File: src/rtl/sram_sample_reader_pkg.sv
// Shared types and constants for the SRAM sample reader slice.
package sram_sample_reader_pkg;

  typedef enum logic [2:0] {
    ST_IDLE,
    ST_RUN,
    ST_DRAIN,
    ST_DONE,
    ST_ABORT
  } state_e;

  localparam logic [1:0] BYTEENABLE_ALL = 2'b11;

endpackage

File: src/rtl/sram_sample_reader_if.sv
// SRAM arbiter read bus plus output sample stream, viewed from the reader (master) side.
interface sram_sample_reader_if #(
  parameter int unsigned ADDR_WIDTH = 20,
  parameter int unsigned DATA_WIDTH = 16
);
  logic [ADDR_WIDTH-1:0] mem_address;
  logic [1:0]            mem_byteenable;
  logic                  mem_read;
  logic [DATA_WIDTH-1:0] mem_readdata;
  logic                  mem_readdataready;
  logic                  mem_waitrequest;
  logic [DATA_WIDTH-1:0] out_data;
  logic                  out_valid;
  logic                  out_ready;

  modport master (
    output mem_address, mem_byteenable, mem_read, out_data, out_valid,
    input  mem_readdata, mem_readdataready, mem_waitrequest, out_ready
  );

  modport slave (
    input  mem_address, mem_byteenable, mem_read, out_data, out_valid,
    output mem_readdata, mem_readdataready, mem_waitrequest, out_ready
  );
endinterface

File: src/rtl/sram_sample_reader_sync_fifo.sv
// Synchronous FIFO with flush; a push into a full FIFO is accepted when a pop frees the slot.
module sram_sample_reader_sync_fifo #(
  parameter int unsigned DEPTH = 8,
  parameter int unsigned WIDTH = 16
) (
  input  logic                     clk_i,
  input  logic                     rst_i,
  input  logic                     flush_i,
  input  logic                     push_i,
  input  logic [WIDTH-1:0]         data_i,
  input  logic                     pop_i,
  output logic [WIDTH-1:0]         data_o,
  output logic                     full_o,
  output logic                     empty_o,
  output logic [$clog2(DEPTH):0]   count_o
);
  localparam int unsigned AW = $clog2(DEPTH);

  logic [WIDTH-1:0] mem_q [DEPTH];
  logic [AW:0]      wr_q, wr_d, rd_q, rd_d;
  logic             do_push, do_pop;

  assign count_o = wr_q - rd_q;
  assign full_o  = (count_o == (AW+1)'(DEPTH));
  assign empty_o = (wr_q == rd_q);
  assign data_o  = mem_q[rd_q[AW-1:0]];

  assign do_push = push_i && (!full_o || pop_i);
  assign do_pop  = pop_i && !empty_o;

  always_comb begin
    wr_d = wr_q;
    rd_d = rd_q;
    if (do_push) wr_d = wr_q + (AW+1)'(1);
    if (do_pop)  rd_d = rd_q + (AW+1)'(1);
  end

  always_ff @(posedge clk_i) begin
    if (rst_i || flush_i) begin
      wr_q <= '0;
      rd_q <= '0;
    end else begin
      wr_q <= wr_d;
      rd_q <= rd_d;
    end
  end

  always_ff @(posedge clk_i) begin
    if (do_push && !flush_i) mem_q[wr_q[AW-1:0]] <= data_i;
  end
endmodule

File: src/rtl/sram_sample_reader.sv
// Streams a block of consecutive SRAM words onto a valid/ready output, with credit-limited reads.
module sram_sample_reader
  import sram_sample_reader_pkg::*;
#(
  parameter int unsigned ADDR_WIDTH  = 20,
  parameter int unsigned DATA_WIDTH  = 16,
  parameter int unsigned LEN_WIDTH   = 21,
  parameter int unsigned FIFO_DEPTH  = 8,
  parameter int unsigned MAX_PENDING = 4
) (
  input  logic                  clock,
  input  logic                  reset,
  input  logic                  enable,
  input  logic [ADDR_WIDTH-1:0] start_address,
  input  logic [LEN_WIDTH-1:0]  length,
  output logic                  busy,
  output logic                  done,
  sram_sample_reader_if.master  bus
);
  localparam int unsigned PW  = $clog2(MAX_PENDING + 1);
  localparam int unsigned FAW = $clog2(FIFO_DEPTH);

  state_e                state_q, state_d;
  logic [ADDR_WIDTH-1:0] addr_q, addr_d;
  logic [LEN_WIDTH-1:0]  remaining_q, remaining_d;
  logic [PW-1:0]         pending_q, pending_d;
  logic                  hold_q, hold_d;
  logic                  mem_read, accept, credit_ok, flush, push, pop;
  logic                  fifo_empty, fifo_full;
  logic [FAW:0]          fifo_count;
  logic [DATA_WIDTH-1:0] fifo_data;

  // Credit covers both in-flight reads and buffered words so the FIFO can never overflow.
  assign credit_ok = (32'(pending_q) + 32'(fifo_count) < FIFO_DEPTH) &&
                     (32'(pending_q) < MAX_PENDING) && !fifo_full;

  // A stalled request stays up regardless of credit until it is accepted.
  always_comb begin
    mem_read = 1'b0;
    unique case (state_q)
      ST_RUN:   mem_read = hold_q || ((remaining_q != '0) && credit_ok);
      ST_ABORT: mem_read = hold_q;
      default:  mem_read = 1'b0;
    endcase
  end

  assign accept = mem_read && !bus.mem_waitrequest;
  assign push   = bus.mem_readdataready && (state_q == ST_RUN || state_q == ST_DRAIN);
  assign pop    = bus.out_valid && bus.out_ready;

  always_comb begin
    state_d     = state_q;
    addr_d      = addr_q;
    remaining_d = remaining_q;
    pending_d   = pending_q;
    hold_d      = mem_read && bus.mem_waitrequest;
    flush       = 1'b0;

    if (accept) begin
      addr_d      = addr_q + ADDR_WIDTH'(1);
      remaining_d = remaining_q - LEN_WIDTH'(1);
    end

    unique case ({accept, bus.mem_readdataready})
      2'b10:   pending_d = pending_q + PW'(1);
      2'b01:   if (pending_q != '0) pending_d = pending_q - PW'(1);
      default: pending_d = pending_q;
    endcase

    unique case (state_q)
      ST_IDLE: if (enable) begin
        addr_d      = start_address;
        remaining_d = length;
        state_d     = (length == '0) ? ST_DONE : ST_RUN;
      end
      ST_RUN: begin
        if (!enable) begin
          state_d = ST_ABORT;
          flush   = 1'b1;
        end else if (accept && remaining_q == LEN_WIDTH'(1)) begin
          state_d = ST_DRAIN;
        end
      end
      ST_DRAIN: begin
        if (!enable) begin
          state_d = ST_ABORT;
          flush   = 1'b1;
        end else if (pending_q == '0 && fifo_empty) begin
          state_d = ST_DONE;
        end
      end
      ST_DONE: if (!enable) state_d = ST_IDLE;
      ST_ABORT: begin
        flush = 1'b1;
        if (pending_q == '0 && !mem_read) state_d = ST_IDLE;
      end
      default: state_d = ST_IDLE;
    endcase
  end

  always_ff @(posedge clock) begin
    if (reset) begin
      state_q     <= ST_IDLE;
      addr_q      <= '0;
      remaining_q <= '0;
      pending_q   <= '0;
      hold_q      <= 1'b0;
    end else begin
      state_q     <= state_d;
      addr_q      <= addr_d;
      remaining_q <= remaining_d;
      pending_q   <= pending_d;
      hold_q      <= hold_d;
    end
  end

  sram_sample_reader_sync_fifo #(
    .DEPTH(FIFO_DEPTH),
    .WIDTH(DATA_WIDTH)
  ) u_fifo (
    .clk_i  (clock),
    .rst_i  (reset),
    .flush_i(flush),
    .push_i (push),
    .data_i (bus.mem_readdata),
    .pop_i  (pop),
    .data_o (fifo_data),
    .full_o (fifo_full),
    .empty_o(fifo_empty),
    .count_o(fifo_count)
  );

  assign busy               = (state_q != ST_IDLE);
  assign done               = (state_q == ST_DONE);
  assign bus.mem_address    = addr_q;
  assign bus.mem_byteenable = BYTEENABLE_ALL;
  assign bus.mem_read       = mem_read;
  assign bus.out_data       = fifo_data;
  assign bus.out_valid      = !fifo_empty && (state_q != ST_ABORT);
endmodule

File: src/flat_wrapper.sv
// flat-port wrapper written by rule: the top's interface ports become plain ports
module sram_sample_reader_flat import sram_sample_reader_pkg::*;
#(
  parameter int unsigned ADDR_WIDTH  = 20,
  parameter int unsigned DATA_WIDTH  = 16,
  parameter int unsigned LEN_WIDTH   = 21,
  parameter int unsigned FIFO_DEPTH  = 8,
  parameter int unsigned MAX_PENDING = 4
)
  (clock, reset, enable, start_address, length, busy, done, bus_mem_address, bus_mem_byteenable, bus_mem_read, bus_out_data, bus_out_valid, bus_mem_readdata, bus_mem_readdataready, bus_mem_waitrequest, bus_out_ready);
  sram_sample_reader_if #(.ADDR_WIDTH(ADDR_WIDTH), .DATA_WIDTH(DATA_WIDTH)) bus_i ();
  input  logic clock;
  input  logic reset;
  input  logic enable;
  input  logic [ADDR_WIDTH-1:0] start_address;
  input  logic [LEN_WIDTH-1:0] length;
  output logic busy;
  output logic done;
  output wire logic [$bits(bus_i.mem_address)-1:0] bus_mem_address;
  output wire logic [$bits(bus_i.mem_byteenable)-1:0] bus_mem_byteenable;
  output wire logic [$bits(bus_i.mem_read)-1:0] bus_mem_read;
  output wire logic [$bits(bus_i.out_data)-1:0] bus_out_data;
  output wire logic [$bits(bus_i.out_valid)-1:0] bus_out_valid;
  input wire logic [$bits(bus_i.mem_readdata)-1:0] bus_mem_readdata;
  input wire logic [$bits(bus_i.mem_readdataready)-1:0] bus_mem_readdataready;
  input wire logic [$bits(bus_i.mem_waitrequest)-1:0] bus_mem_waitrequest;
  input wire logic [$bits(bus_i.out_ready)-1:0] bus_out_ready;
  assign bus_mem_address = bus_i.mem_address;
  assign bus_mem_byteenable = bus_i.mem_byteenable;
  assign bus_mem_read = bus_i.mem_read;
  assign bus_out_data = bus_i.out_data;
  assign bus_out_valid = bus_i.out_valid;
  assign bus_i.mem_readdata = bus_mem_readdata;
  assign bus_i.mem_readdataready = bus_mem_readdataready;
  assign bus_i.mem_waitrequest = bus_mem_waitrequest;
  assign bus_i.out_ready = bus_out_ready;
  sram_sample_reader #(.ADDR_WIDTH(ADDR_WIDTH), .DATA_WIDTH(DATA_WIDTH), .LEN_WIDTH(LEN_WIDTH), .FIFO_DEPTH(FIFO_DEPTH), .MAX_PENDING(MAX_PENDING)) u_core (.clock(clock), .reset(reset), .enable(enable), .start_address(start_address), .length(length), .busy(busy), .done(done), .bus(bus_i));
endmodule
File: config.mk
export PLATFORM = sky130hd
export DESIGN_NAME = sram_sample_reader_flat
export DESIGN_NICKNAME = d
export VERILOG_FILES = /design/src/rtl/sram_sample_reader_pkg.sv /design/src/rtl/sram_sample_reader_if.sv /design/src/rtl/sram_sample_reader_sync_fifo.sv /design/src/rtl/sram_sample_reader.sv /design/src/flat_wrapper.sv
export SDC_FILE = /design/constraint.sdc
export NUM_CORES = 1
export LEC_CHECK = 0
export ABC_AREA = 1
export CORE_MARGIN = 2
export CORE_UTILIZATION = 60
export CTS_CLUSTER_DIAMETER = 150
export DETAILED_ROUTE_END_ITERATION = 12
export GPL_TIMING_DRIVEN = 0
export HOLD_SLACK_MARGIN = 0.1
export PLACE_DENSITY = 0.84
export REMOVE_ABC_BUFFERS = 1
export SLEW_MARGIN = 20
export SYNTH_ARGS = -nofsm -noshare
export SYNTH_HDL_FRONTEND = slang
export SYNTH_SLANG_ARGS = --single-unit
File: constraint.sdc
create_clock -name clock -period 8 [get_ports clock]
set_input_delay 0.8 -clock clock [delete_from_list [all_inputs] [get_ports clock]]
set_output_delay 0.8 -clock clock [all_outputs]
set_load 0.005 [all_outputs]
Word-level counts from Yosys, hierarchy flattened. Memories as Yosys holds them, arrays and structs flattened. A register that Yosys moved wholly into a read port is not among the register bits. Cells that the tools add are included. Widths: inputs -> output; s select.

Add/subtract/negate cells: 8. Magnitude comparators: 2. Eq/ne operators: 16. Mux-type cells: 24. Reduce and logical (&&, ||, !) cells: 33.

Operators with widths (number): $mux 21 (3); $mux 20 (3); $lt 32x4->1 const B (1); $mux 3 (10); $eq 21x1->1 const B (1); $logic_not 21->1 (1); $reduce_bool 21->1 (1); $sub 21x1->21 const B (1); $add 20x1->20 const B (1); $pmux 3 s5 (1); $logic_and 1x1->1 (14); $ne 3x3->1 const B (3); $add 4x1->4 const B (2); $eq 3x2->1 const B (2); $logic_not 3->1 (2); $pmux 3 s2 (1); $reduce_bool 3->1 (2); $add 3x4->5 (1); $logic_not 1->1 (5); $reduce_and 5->1 (1); $eq 4x4->1 (1); $eq 4x4->1 const B (1); $logic_or 1x1->1 (4); $ne 2x1->1 const B (2); 15 further kinds (19).

Bits in registers: 56. RAM bits: 128. Logic and storage cells: 91. Memories kept: 1.

Memory list: u_core.u_fifo.mem_q (words 8, bits a word 16, rd ports 1, clocked after memory_dff 1, write ports 1, RTL line sram_sample_reader_sync_fifo.sv:19) `logic [WIDTH-1:0] mem_q [DEPTH];`.

Longest topological paths before layout. Gate-level depths: netlist of run 1.

Depth in word-level cells: 13. Mapped depth: 20.

Cells and area by module. Synthesis of run 1 repeated with hierarchy kept, for this count alone.

Cell total of the unflattened synthesis: 1011. Area total of the unflattened synthesis: 9163.8 µm².

Modules (own cells, without submodules): sram_sample_reader_sync_fifo (times used 1, cells an instance 462, area an instance 5635.4 µm², seq. area each 4063.9 µm²); sram_sample_reader (times used 1, cells an instance 549, area an instance 3528.4 µm², seq. area each 960.9 µm²).

Worst setup path after synthesis of run 1. OpenSTA, ideal clock, no wires.

Kind: flip-flop to flip-flop. Start: reg u_core.u_fifo.wr_q[0]. End: mem u_core.u_fifo.mem_q[6][0] (enable). Arrival time: 3.297 ns. Required time: 7.570 ns. Slack: 4.272 ns. Cell stages (with the launch flop): 12. Buffers on the path: 0. Period minus slack after synthesis: 3.728 ns. Cells stage by stage: dfxtp_1 -> inv_1 -> ha_1 -> inv_1 -> fa_1 -> xor2_1 -> nor3_1 -> nand4_1 -> nand2_1 -> inv_1 -> nand2_1 -> nor4_1.

Cells in the longest elaborated chain, start to end: 9. Elaborated cells between the ends (all ways): 12. Classes of those cells: add/sub: 1; eq/ne: 2; mux: 2; reduce/logical: 7.

RTL lines: start: declaration (RTL line sram_sample_reader_sync_fifo.sv:20) `logic [AW:0] wr_q, wr_d, rd_q, rd_d;`; start signal: assignment (RTL line sram_sample_reader_sync_fifo.sv:43) `wr_q <= wr_d;`; parallel branches: the longest is 9 deep, another holds $sub 4x4->4; end: declaration (RTL line sram_sample_reader_sync_fifo.sv:19).

Parallel ways; which one is timed is not known.

==> results by group, run 1 <==
Global route
  – Vias in the first global route: 6,862
  – GR Overflow Total: 0
  – Total global-route track usage: 0.256
  – Largest net degree at the start of global routing: 66
  – Initial antenna violation count: 0
  – First-pass GRT wire length: 32,700 µm

Cells and area
  – Non-filler cells, final: 1,297
  – Final nets: 1,175
  – Synth-to-layout area growth: 19.8%
  – Share of cells above drive strength 1: 0.0800
  – Util after Layout: 0.744
  – Final Cell Area: 10,900 µm²
  – Filler cell count: 1,000
  – Antenna Cells: 0

Worst setup path
  – CP arrival: 3.35 ns
  – Worst path max stage delay: 0.82 ns
  – Top delay family on crit path: buffers and inverters
  – Cell Chain, Critical Path: clkinv_2 > o21ai_0 > o22ai_1 > nor2_1 > a31oi_1 > clkdlybuf4s50_1
  – CP Depth: 6
  – FF-to-FF path depth: 13
  – WP buf/inv: 2
  – Crit path kind: register to output port
  – Worst Setup End Kind: output port
  – Critical path required time: 7.20 ns
  – Startpoint Class: register
  – CP max stage cell: clkinv_2
  – Worst-path maximum fanout: 65

Timing
  – Final hold vios: 0
  – Crit share post-route: 0.519
  – Max-slew headroom: 0.320
  – Setup Skew: 0.0113 ns
  – FMAX: 241 MHz
  – Worst-margin pin slew: 1.01 ns
  – Setup TNS: 0 ns
  – Final min period: 4.15 ns
  – RSZ-0062 raised after global routing: false
  – Final Setup Violations: 0
  – Slew Limit Fails: 0

Clocking
  – Setup Buffers After CTS: 0
  – Post_cts resized: 0
  – CTS Buffer Depth: 2
  – CTS tree: done
  – Clock Sinks: 187
  – Clk root buf: clkbuf_16
  – Worst-skew pair later-pin latency: 0.44 ns
  – H-tree levels: 4
  – Hold-fix buffers at CTS: 0
  – Clock transition at path regs: 0.07 ns
  – Num CTS Buffers: 17

Yosys
  – Top FF cell, synth: edfxtp_1
  – Most numerous cell in the Yosys netlist: nor2_1
  – Async set-reset flop share out of synthesis: 0
  – Warnings, synthesis: 0
  – Commonest cells post-synth: 171 x nor2_1, 139 x nand2_1, 128 x edfxtp_1
  – Yosys top cell area share: 0.423
  – Gate Count Post-Synth: 1,006
  – Register area share after synthesis: 0.553
  – Mapped Area: 9090 µm²
  – Post-synth EDFFs: 128
  – Distinct cells, synth: 44
  – Post-synthesis average cell area: 9.04 µm²
  – FF+latch count, synth: 187
  – Cell taking the most area after synthesis: edfxtp_1
  – Top cells by area, synth: edfxtp_1 42%, dfxtp_1 13%, nor2_1 7.1%

Placed design
  – Final HPWL DP: 13,500 µm
  – Area post-placement: 10,300 µm²
  – Placed cell count: 1,265
  – IO Port Bufs: 102
  – GP Congestion: 0.884

Floorplan
  – Initial Util: 0.621
  – Die Area: 16,200 µm²
  – Die Y: 127 µm
  – Row count: 44
  – Chip Width: 127 µm
  – Core area: 14,600 µm²
  – I/O pin count: 105

Pwr
  – PwrDens: 338 nW/µm²
  – Clk pwr share: 0.223
  – Sequential power share: 0.370
  – Worst VDD drop: 232 µV
  – Comb power frac: 0.407
  – Pint: 2.26 mW
  – Switching Fraction: 0.387
  – Leak pwr: 4.31 nW
  – Switching power: 1.43 mW
  – Final Power: 3.69 mW

Routing
  – Vias/cell: 5.62
  – WL per Instance: 15.7 µm
  – Via count: 7,293
  – Initial DRC count: 612
  – TritonRoute pass-1 iters: 5
  – DR DRC count: 0
  – Final ANT Viol Nets: 0
  – DRT Wirelength: 20,300 µm

Run
  – Maxcap violations: 0

Hold path
  – Hold depth: 2
  – HP Class: register to register

Run status
  – Outcome: completed
## layout by cell type, fill, tap and decap left out, types with 16 or more instances in the layout
cell type        count
inv_1               98
edfxtp_1           128
nor3_1              18
o22ai_1             16
nand2_1            139
a31oi_1             18
dfxtp_1             57
nand3_1             55
clkdlybuf4s50_1    102
a21oi_1             17
nor2_1             170
clkbuf_16           17
xor2_1              22
o21ai_0            101
## cells by family after synthesis
family          share of synthesized area
compound gates                      0.124
other cells                      0.000412
flops                               0.553
xor+xnor                           0.0308
simple gates                        0.206
buf+inv                            0.0679
fa+ha+maj                          0.0182
## power groups by stage
stage	sequential (mW)	combinational, mW	clock [mW]
6_report	1.36	1.50	0.823
3_3_place_gp	1.38	1.42	0
4_1_cts	1.36	1.50	0.826
5_1_grt	1.38	1.67	0.864
3_5_place_dp	1.38	1.48	0
2_1_floorplan	1.33	0.967	0
## layer usage
metal | part of all wire | global-route usage | up-vias | routed length [µm]
li1 | - | - | 3602 | -
met1 | 0.43 | 0.337 | 3397 | 8770
met2 | 0.50 | 0.423 | 262 | 10100
met3 | 0.056 | 0.0419 | 32 | 1130
met4 | 0.018 | 0.111 | 0 | 360
met5 | 0 | 0 | - | 0
## metrics by stage
stage          hold WS [ns]  worst slack (ns)
6_report              0.493              3.85
2_1_floorplan         0.450              4.08
3_3_place_gp          0.461              1.88
4_1_cts               0.489              3.83
5_1_grt               0.511              3.60
3_5_place_dp          0.473              4.34
## registers in the layout (all words and copies together), names as in the netlist, named ones only
signal                  count
u_core.u_fifo.mem_q       128
u_core.remaining_q         21
u_core.bus.mem_address     20
u_core.u_fifo.rd_q          4
u_core.u_fifo.wr_q          4
u_core.pending_q            3
u_core.state_q              3
u_core.hold_q               1
## path summary, 6_finish.rpt
check,to,from,slack (ns)
setup / recovery,bus_out_data[9],register,3.85
hold / removal,u_core.remaining_q[20],u_core.remaining_q[20],0.49
setup reg to reg,u_core.u_fifo.mem_q[0][5],u_core.u_fifo.wr_q[0],4.49
hold reg to reg,u_core.remaining_q[20],u_core.remaining_q[20],0.49
## area by class of cell
class,count,area [µm²],share of cell area
Inverter,104,394,0.0362
Multi-Input combinational cell,672,3490,0.321
Sequential cell,187,5030,0.462
Clock buffer,17,425,0.0390
Tap cell,184,230,0.0211
Clock inverter,15,158,0.0145
Timing Repair Buffer,118,1170,0.107
## worst min-delay path, cell delays in order, from the launching register on
cell,delay (ns)
dfxtp_1,0.31
o21ai_0,0.07
a21oi_1,0.06
Note: power is estimated with default switching activity, not from simulation.
==> run 2: changes to the inputs <==
CORE_UTILIZATION = 51   (was 60)
PLACE_DENSITY = 0.76   (was 0.84)
clock period = 3.7 ns   (was 8 ns; I/O delays follow)
==> run 2 against run 1 <==
Net effect:
- first-iteration DRC count fell by 1.1%
- clock power rose by 130%
- register-to-register slack worse by 4.2 ns
- sequential share of layout area shrank 0.57 points
- design area up 1.3%
- sequential cell count unchanged
- cell count rose by 3.2%
- utilization decreased by 11 points
- non-clock buffer count is 1 lower
- wire length increased by 1.9%
- global-route usage down 2.7 points
- total power increased by 120%
- largest cell class unchanged
- largest power group unchanged
==> results by group, run 2 (synthesized netlist as in run 1, its figures left out) <==
Cells and area
  – Util after Layout: 0.636 (was 0.744)
  – Most frequent cells in the layout: 170 x nor2_1, 139 x nand2_1, 128 x edfxtp_1 (unchanged)
  – Final nets: 1,175 (unchanged)
  – Synth-to-layout area growth: 21.4% (was 19.8%)
  – Max reg flops: 128 (unchanged)
  – Most common cell after layout, fill and taps aside: nor2_1 (unchanged)
  – Antenna Cells: 0 (unchanged)
  – Share of cells above drive strength 1: 0.0827 (was 0.0800)

Worst setup path
  – CP most frequent cell: ha_1
  – CP max stage cell: clkdlybuf4s50_1 (was clkinv_2)
  – Top delay family on crit path: adder cells (was buffers and inverters)
  – Worst-path maximum fanout: 7 (was 65)
  – WP buf/inv: 3 (was 2)
  – Startpoint Class: register (unchanged)
  – Worst path max stage delay: 0.52 ns (was 0.82 ns)
  – Worst Setup End Kind: output port (unchanged)
  – Cell Chain, Critical Path: inv_2 > ha_1 > inv_1 > fa_1 > ha_1 > nand3_1 > nand2_1 > a21oi_1 > nand3_2 > nand2_4 > clkdlybuf4s50_1 (was clkinv_2 > o21ai_0 > o22ai_1 > nor2_1 > a31oi_1 > clkdlybuf4s50_1)
  – Crit path kind: register to output port (unchanged)
  – Critical path required time: 3.33 ns (was 7.20 ns)
  – CP arrival: 3.13 ns (was 3.35 ns)

Routing
  – Via count: 7,253 (was 7,293)
  – Final ANT Viol Nets: 0 (unchanged)
  – Initial DRC count: 605 (was 612)
  – DR DRC count: 0 (unchanged)
  – WL per Instance: 15.5 µm (was 15.7 µm)
  – TritonRoute pass-1 iters: 5 (unchanged)
  – DRT Wirelength: 20,700 µm (was 20,300 µm)
  – Vias/cell: 5.42 (was 5.62)

Global route
  – Gr busiest metal: met2 (unchanged)
  – First-pass GRT wire length: 33,300 µm (was 32,700 µm)
  – GR Overflow Total: 0 (unchanged)
  – Met2 Usage GRT: 0.392 (was 0.423)
  – Vias in the first global route: 6,879 (was 6,862)
  – Initial antenna violation count: 0 (unchanged)
  – Total global-route track usage: 0.228 (was 0.256)
  – Largest net degree at the start of global routing: 66 (unchanged)
  – Grt met1 use: 0.297 (was 0.337)
  – Routing usage on met3: 0.0405 (was 0.0419)

Timing
  – Setup WS post-layout: 0.201 ns (was 3.85 ns)
  – RSZ-0062 raised after global routing: false (unchanged)
  – FMAX: 286 MHz
  – Final hold vios: 0 (unchanged)
  – Crit share post-route: 0.946
  – Max-slew headroom: 0.261 (was 0.320)
  – Slew Limit Fails: 0 (unchanged)
  – Final min period: 3.50 ns
  – Final Setup Violations: 0 (unchanged)
  – Worst-margin pin slew: 1.11 ns (was 1.01 ns)
  – Setup TNS: 0 ns (unchanged)
  – Setup Skew: 0.0112 ns (was 0.0113 ns)

Clocking
  – Worst-skew pair later-pin latency: 0.43 ns (was 0.44 ns)
  – Num CTS Buffers: 17 (unchanged)
  – CTS Buffer Depth: 2 (unchanged)
  – Clock transition at path regs: 0.07 ns (about the same)
  – Clock Sinks: 187 (unchanged)
  – CTS tree: done (unchanged)
  – H-tree levels: 4 (unchanged)
  – Hold-fix buffers at CTS: 0 (unchanged)
  – Clk root buf: clkbuf_16 (unchanged)

Floorplan
  – Die Area: 18,900 µm² (was 16,200 µm²)
  – Core area: 17,400 µm² (was 14,600 µm²)
  – Chip Width: 138 µm (was 127 µm)
  – Die Y: 138 µm (was 127 µm)
  – Row count: 48 (was 44)
  – I/O pin count: 105 (unchanged)
  – Initial Util: 0.524 (was 0.621)

Placed design
  – Final HPWL DP: 13,600 µm (was 13,500 µm)
  – Worst slack, placed: 0.122 ns (was 4.34 ns)
  – GP Congestion: 0.862 (was 0.884)
  – IO Port Bufs: 102 (unchanged)

Pwr
  – Worst VDD drop: 423 µV (was 232 µV)
  – Final Power: 8.12 mW (was 3.69 mW)
  – Leak pwr: 4.35 nW (was 4.31 nW)
  – PwrDens: 735 nW/µm² (was 338 nW/µm²)

Hold path
  – HP Class: register to register (unchanged)

Run status
  – Outcome: completed (unchanged)

Run
  – Maxcap violations: 0 (unchanged)
[run 2: cell count changes in the layout (fill, tap and decap cells not counted), sizes merged]
cell      delta
buf          -1
bufinv       +1
clkinvlp     -1
inv          +1
[run 2: worst paths after layout]
| path | start | end | slack [ns] | depth (start not counted) |
|---|---|---|---|---|
| min | u_core.remaining_q[20] | u_core.remaining_q[20] | 0.48 | 2 |
| max reg2reg | u_core.u_fifo.wr_q[0] | u_core.u_fifo.mem_q[3][7] | 0.33 | 13 |
| min reg2reg | u_core.remaining_q[20] | u_core.remaining_q[20] | 0.48 | 2 |
| max | u_core.u_fifo.wr_q[0] | bus_mem_read | 0.20 | 11 |
[run 2: metrics by stage]
step,hold WS (ns),std cells,area (µm²)
global placement,0.462,1290,10200
detailed placement,0.467,1305,10400
CTS,0.477,1337,11000
floorplan,0.439,963,8870
finish,0.483,1338,11000
global route,0.535,1338,11000
[run 2: worst register-to-register path, delay by kind of cell (launching register included)]
family                   cells  cell delay, ns
XOR/XNOR                     1            0.20
adder cells (fa/ha/maj)      2            0.54
buffers and inverters        5            0.78
flip-flops                   1            0.38
AND/OR/NAND/NOR              5            1.18
[run 2: timing repair]
item                                    4_1_cts  5_1_grt
buffers inserted                              0        0
resized for setup                             0       10
hold endpoints to repair                      0        0
endpoints found under the setup margin        0       46
[run 2: final cells by class]
class                           instances  area (µm²)
Fill cell                            1406        6320
Sequential cell                       187        5030
Clock inverter                         15         180
Tap cell                              225         282
Timing Repair inverter                  1        7.51
Multi-Input combinational cell        672        3520
Inverter                              104         400
Timing Repair Buffer                  117        1190
Clock buffer                           17         425
[run 2: layer usage]
metal	vias up	wire, µm	share of wire
li1	3609	-	-
met1	3395	9150	0.44
met4	0	295	0.014
met5	-	0	0
met3	27	1120	0.054
met2	222	10200	0.49
[run 2: where the power goes]
| group | internal (mW) | leakage [nW] | total (mW) | switching, mW |
|---|---|---|---|---|
| combinational | 1.41 | 2.41 | 3.30 | 1.89 |
| clock | 1.02 | 0.302 | 1.86 | 0.836 |
| sequential | 2.55 | 1.64 | 2.96 | 0.413 |
| total | 4.98 | 4.35 | 8.12 | 3.14 |
==> run 3: changes to the inputs <==
SKIP_LAST_GASP = 1   (was unset)
==> run 3 against run 2 <==
Net effect:
- design area barely moved
- non-clock buffer count did not move
- worst hold slack did not move
- worst setup slack improved by 0.00076 ns
- cell count did not move
- sequential power barely moved
- global-route usage did not move
- maximum frequency barely moved
- sequential share of layout area barely moved
- utilization barely moved
- critical path depth did not move
- critical path type unchanged
- critical endpoint unchanged
- largest power group unchanged
- highest routed layer unchanged
==> results by group, run 3 (synthesized netlist as in run 1, its figures left out) <==
Pwr
  – Final Power: 8.11 mW (was 8.12 mW)
  – Switching power: 3.14 mW (about the same)
  – Switching Fraction: 0.387 (about the same)
  – Sequential power share: 0.364 (was 0.365)
  – Comb power frac: 0.406 (about the same)
  – PwrDens: 735 nW/µm² (about the same)
  – Leak pwr: 4.35 nW (about the same)
  – Worst VDD drop: 423 µV (about the same)
  – Clk pwr share: 0.229 (about the same)
  – Pint: 4.98 mW (about the same)

Global route
  – Initial antenna violation count: 0 (unchanged)
  – First-pass GRT wire length: 33,300 µm (unchanged)
  – Gr busiest metal: met2 (unchanged)
  – Largest net degree at the start of global routing: 66 (unchanged)
  – Total global-route track usage: 0.228 (unchanged)
  – Grt met1 use: 0.297 (unchanged)
  – Met2 Usage GRT: 0.392 (unchanged)
  – GR Overflow Total: 0 (unchanged)
  – Routing usage on met3: 0.0405 (unchanged)
  – Vias in the first global route: 6,879 (unchanged)

Placed design
  – Area post-placement: 10,400 µm² (unchanged)
  – Final HPWL DP: 13,600 µm (unchanged)
  – GP Congestion: 0.862 (unchanged)
  – IO Port Bufs: 102 (unchanged)

Run status
  – Outcome: completed (unchanged)

Cells and area
  – Max reg flops: 128 (unchanged)
  – Filler cell count: 1,407 (was 1,406)
  – Antenna Cells: 0 (unchanged)
  – Share of cells above drive strength 1: 0.0827 (unchanged)
  – Most frequent cells in the layout: 170 x nor2_1, 139 x nand2_1, 128 x edfxtp_1 (unchanged)
  – Final Cell Area: 11,000 µm² (about the same)
  – Most common cell after layout, fill and taps aside: nor2_1 (unchanged)
  – Util after Layout: 0.636 (about the same)
  – Final nets: 1,175 (unchanged)
  – Synth-to-layout area growth: 21.4% (about the same)

Floorplan
  – I/O pin count: 105 (unchanged)
  – Initial Util: 0.524 (unchanged)
  – Chip Width: 138 µm (unchanged)
  – Core area: 17,400 µm² (unchanged)
  – Die Y: 138 µm (unchanged)
  – Row count: 48 (unchanged)
  – Die Area: 18,900 µm² (unchanged)

Clocking
  – Clk root buf: clkbuf_16 (unchanged)
  – H-tree levels: 4 (unchanged)
  – Num CTS Buffers: 17 (unchanged)
  – Clock transition at path regs: 0.07 ns (about the same)
  – Clock Sinks: 187 (unchanged)
  – Worst-skew pair later-pin latency: 0.43 ns (about the same)
  – CTS tree: done (unchanged)
  – CTS Buffer Depth: 2 (unchanged)
  – Hold-fix buffers at CTS: 0 (unchanged)

Routing
  – Via count: 7,250 (was 7,253)
  – DR DRC count: 0 (unchanged)
  – TritonRoute pass-1 iters: 6 (was 5)
  – WL per Instance: 15.5 µm (about the same)
  – Vias/cell: 5.42 (about the same)
  – Initial DRC count: 605 (unchanged)
  – DRT Wirelength: 20,700 µm (about the same)
  – Final ANT Viol Nets: 0 (unchanged)

Timing
  – Worst-margin pin slew: 1.11 ns (about the same)
  – FMAX: 286 MHz (about the same)
  – Setup TNS: 0 ns (unchanged)
  – Final min period: 3.50 ns (about the same)
  – Slew Limit Fails: 0 (unchanged)
  – Setup Skew: 0.0111 ns (was 0.0112 ns)
  – Crit share post-route: 0.946 (about the same)
  – Max-slew headroom: 0.261 (about the same)
  – RSZ-0062 raised after global routing: true (was false)
  – Final Setup Violations: 0 (unchanged)
  – Final hold vios: 0 (unchanged)

Worst setup path
  – CP arrival: 3.13 ns (about the same)
  – Critical path required time: 3.33 ns (about the same)
  – Worst Setup End Kind: output port (unchanged)
  – Worst-path maximum fanout: 7 (unchanged)
  – Crit path kind: register to output port (unchanged)
  – Startpoint Class: register (unchanged)

Hold path
  – HP Class: register to register (unchanged)

Run
  – Maxcap violations: 0 (unchanged)
-- run 3: repair_timing --
item / in CTS / in global routing
setup endpoints to repair: 0 / 46
gates resized for setup: 0 / 9
setup buffers: 0 / 0
-- run 3: through the flow --
step                      std cells  hold slack, ns  setup slack [ns]
after global routing           1338           0.535          -0.00180
final                          1338           0.483             0.201
after detailed placement       1305           0.467             0.122
after CTS                      1337           0.477            0.0299
after floorplan                 963           0.439           -0.0277
after global placement         1290           0.462             -2.00
-- run 3: critical path, cell delays in order, from the launching register on --
cell and delay (ns):
dfxtp_2 0.45, inv_2 0.14, ha_1 0.22, inv_1 0.08
fa_1 0.44, ha_1 0.29, nand3_1 0.08, nand2_1 0.06
a21oi_1 0.16, nand3_2 0.13, nand2_4 0.14, clkdlybuf4s50_1 0.52
-- run 3: worst paths after layout --
path                          start                        end  slack [ns]  cells past startpoint
min          u_core.remaining_q[20]     u_core.remaining_q[20]        0.48                      2
max reg2reg   u_core.u_fifo.wr_q[0]  u_core.u_fifo.mem_q[3][7]        0.34                     13
min reg2reg  u_core.remaining_q[20]     u_core.remaining_q[20]        0.48                      2
max           u_core.u_fifo.wr_q[0]               bus_mem_read        0.20                     11
-- run 3: cell type report --
| cell class | count | area, µm² | area share |
|---|---|---|---|
| Clock buffer | 17 | 425 | 0.0385 |
| Tap cell | 225 | 282 | 0.0255 |
| Clock inverter | 15 | 180 | 0.0163 |
| Inverter | 104 | 400 | 0.0363 |
| Multi-Input combinational cell | 672 | 3520 | 0.319 |
| Timing Repair inverter | 1 | 7.51 | 0.000680 |
| Sequential cell | 187 | 5030 | 0.456 |
| Timing Repair Buffer | 117 | 1190 | 0.108 |
-- run 3: per-layer routing --
metal,vias to the layer above,share of wire
met4,0,0.014
li1,3609,-
met5,-,0
met1,3396,0.44
met2,218,0.49
met3,27,0.053
-- run 3: power groups by stage --
stage | logic, mW | clock network, mW | registers, mW
5_1_grt | 3.73 | 1.95 | 3.01
3_3_place_gp | 3.11 | 0 | 2.98
2_1_floorplan | 2.09 | 0 | 2.87
4_1_cts | 3.28 | 1.88 | 2.94
3_5_place_dp | 3.25 | 0 | 2.98
6_report | 3.30 | 1.86 | 2.96
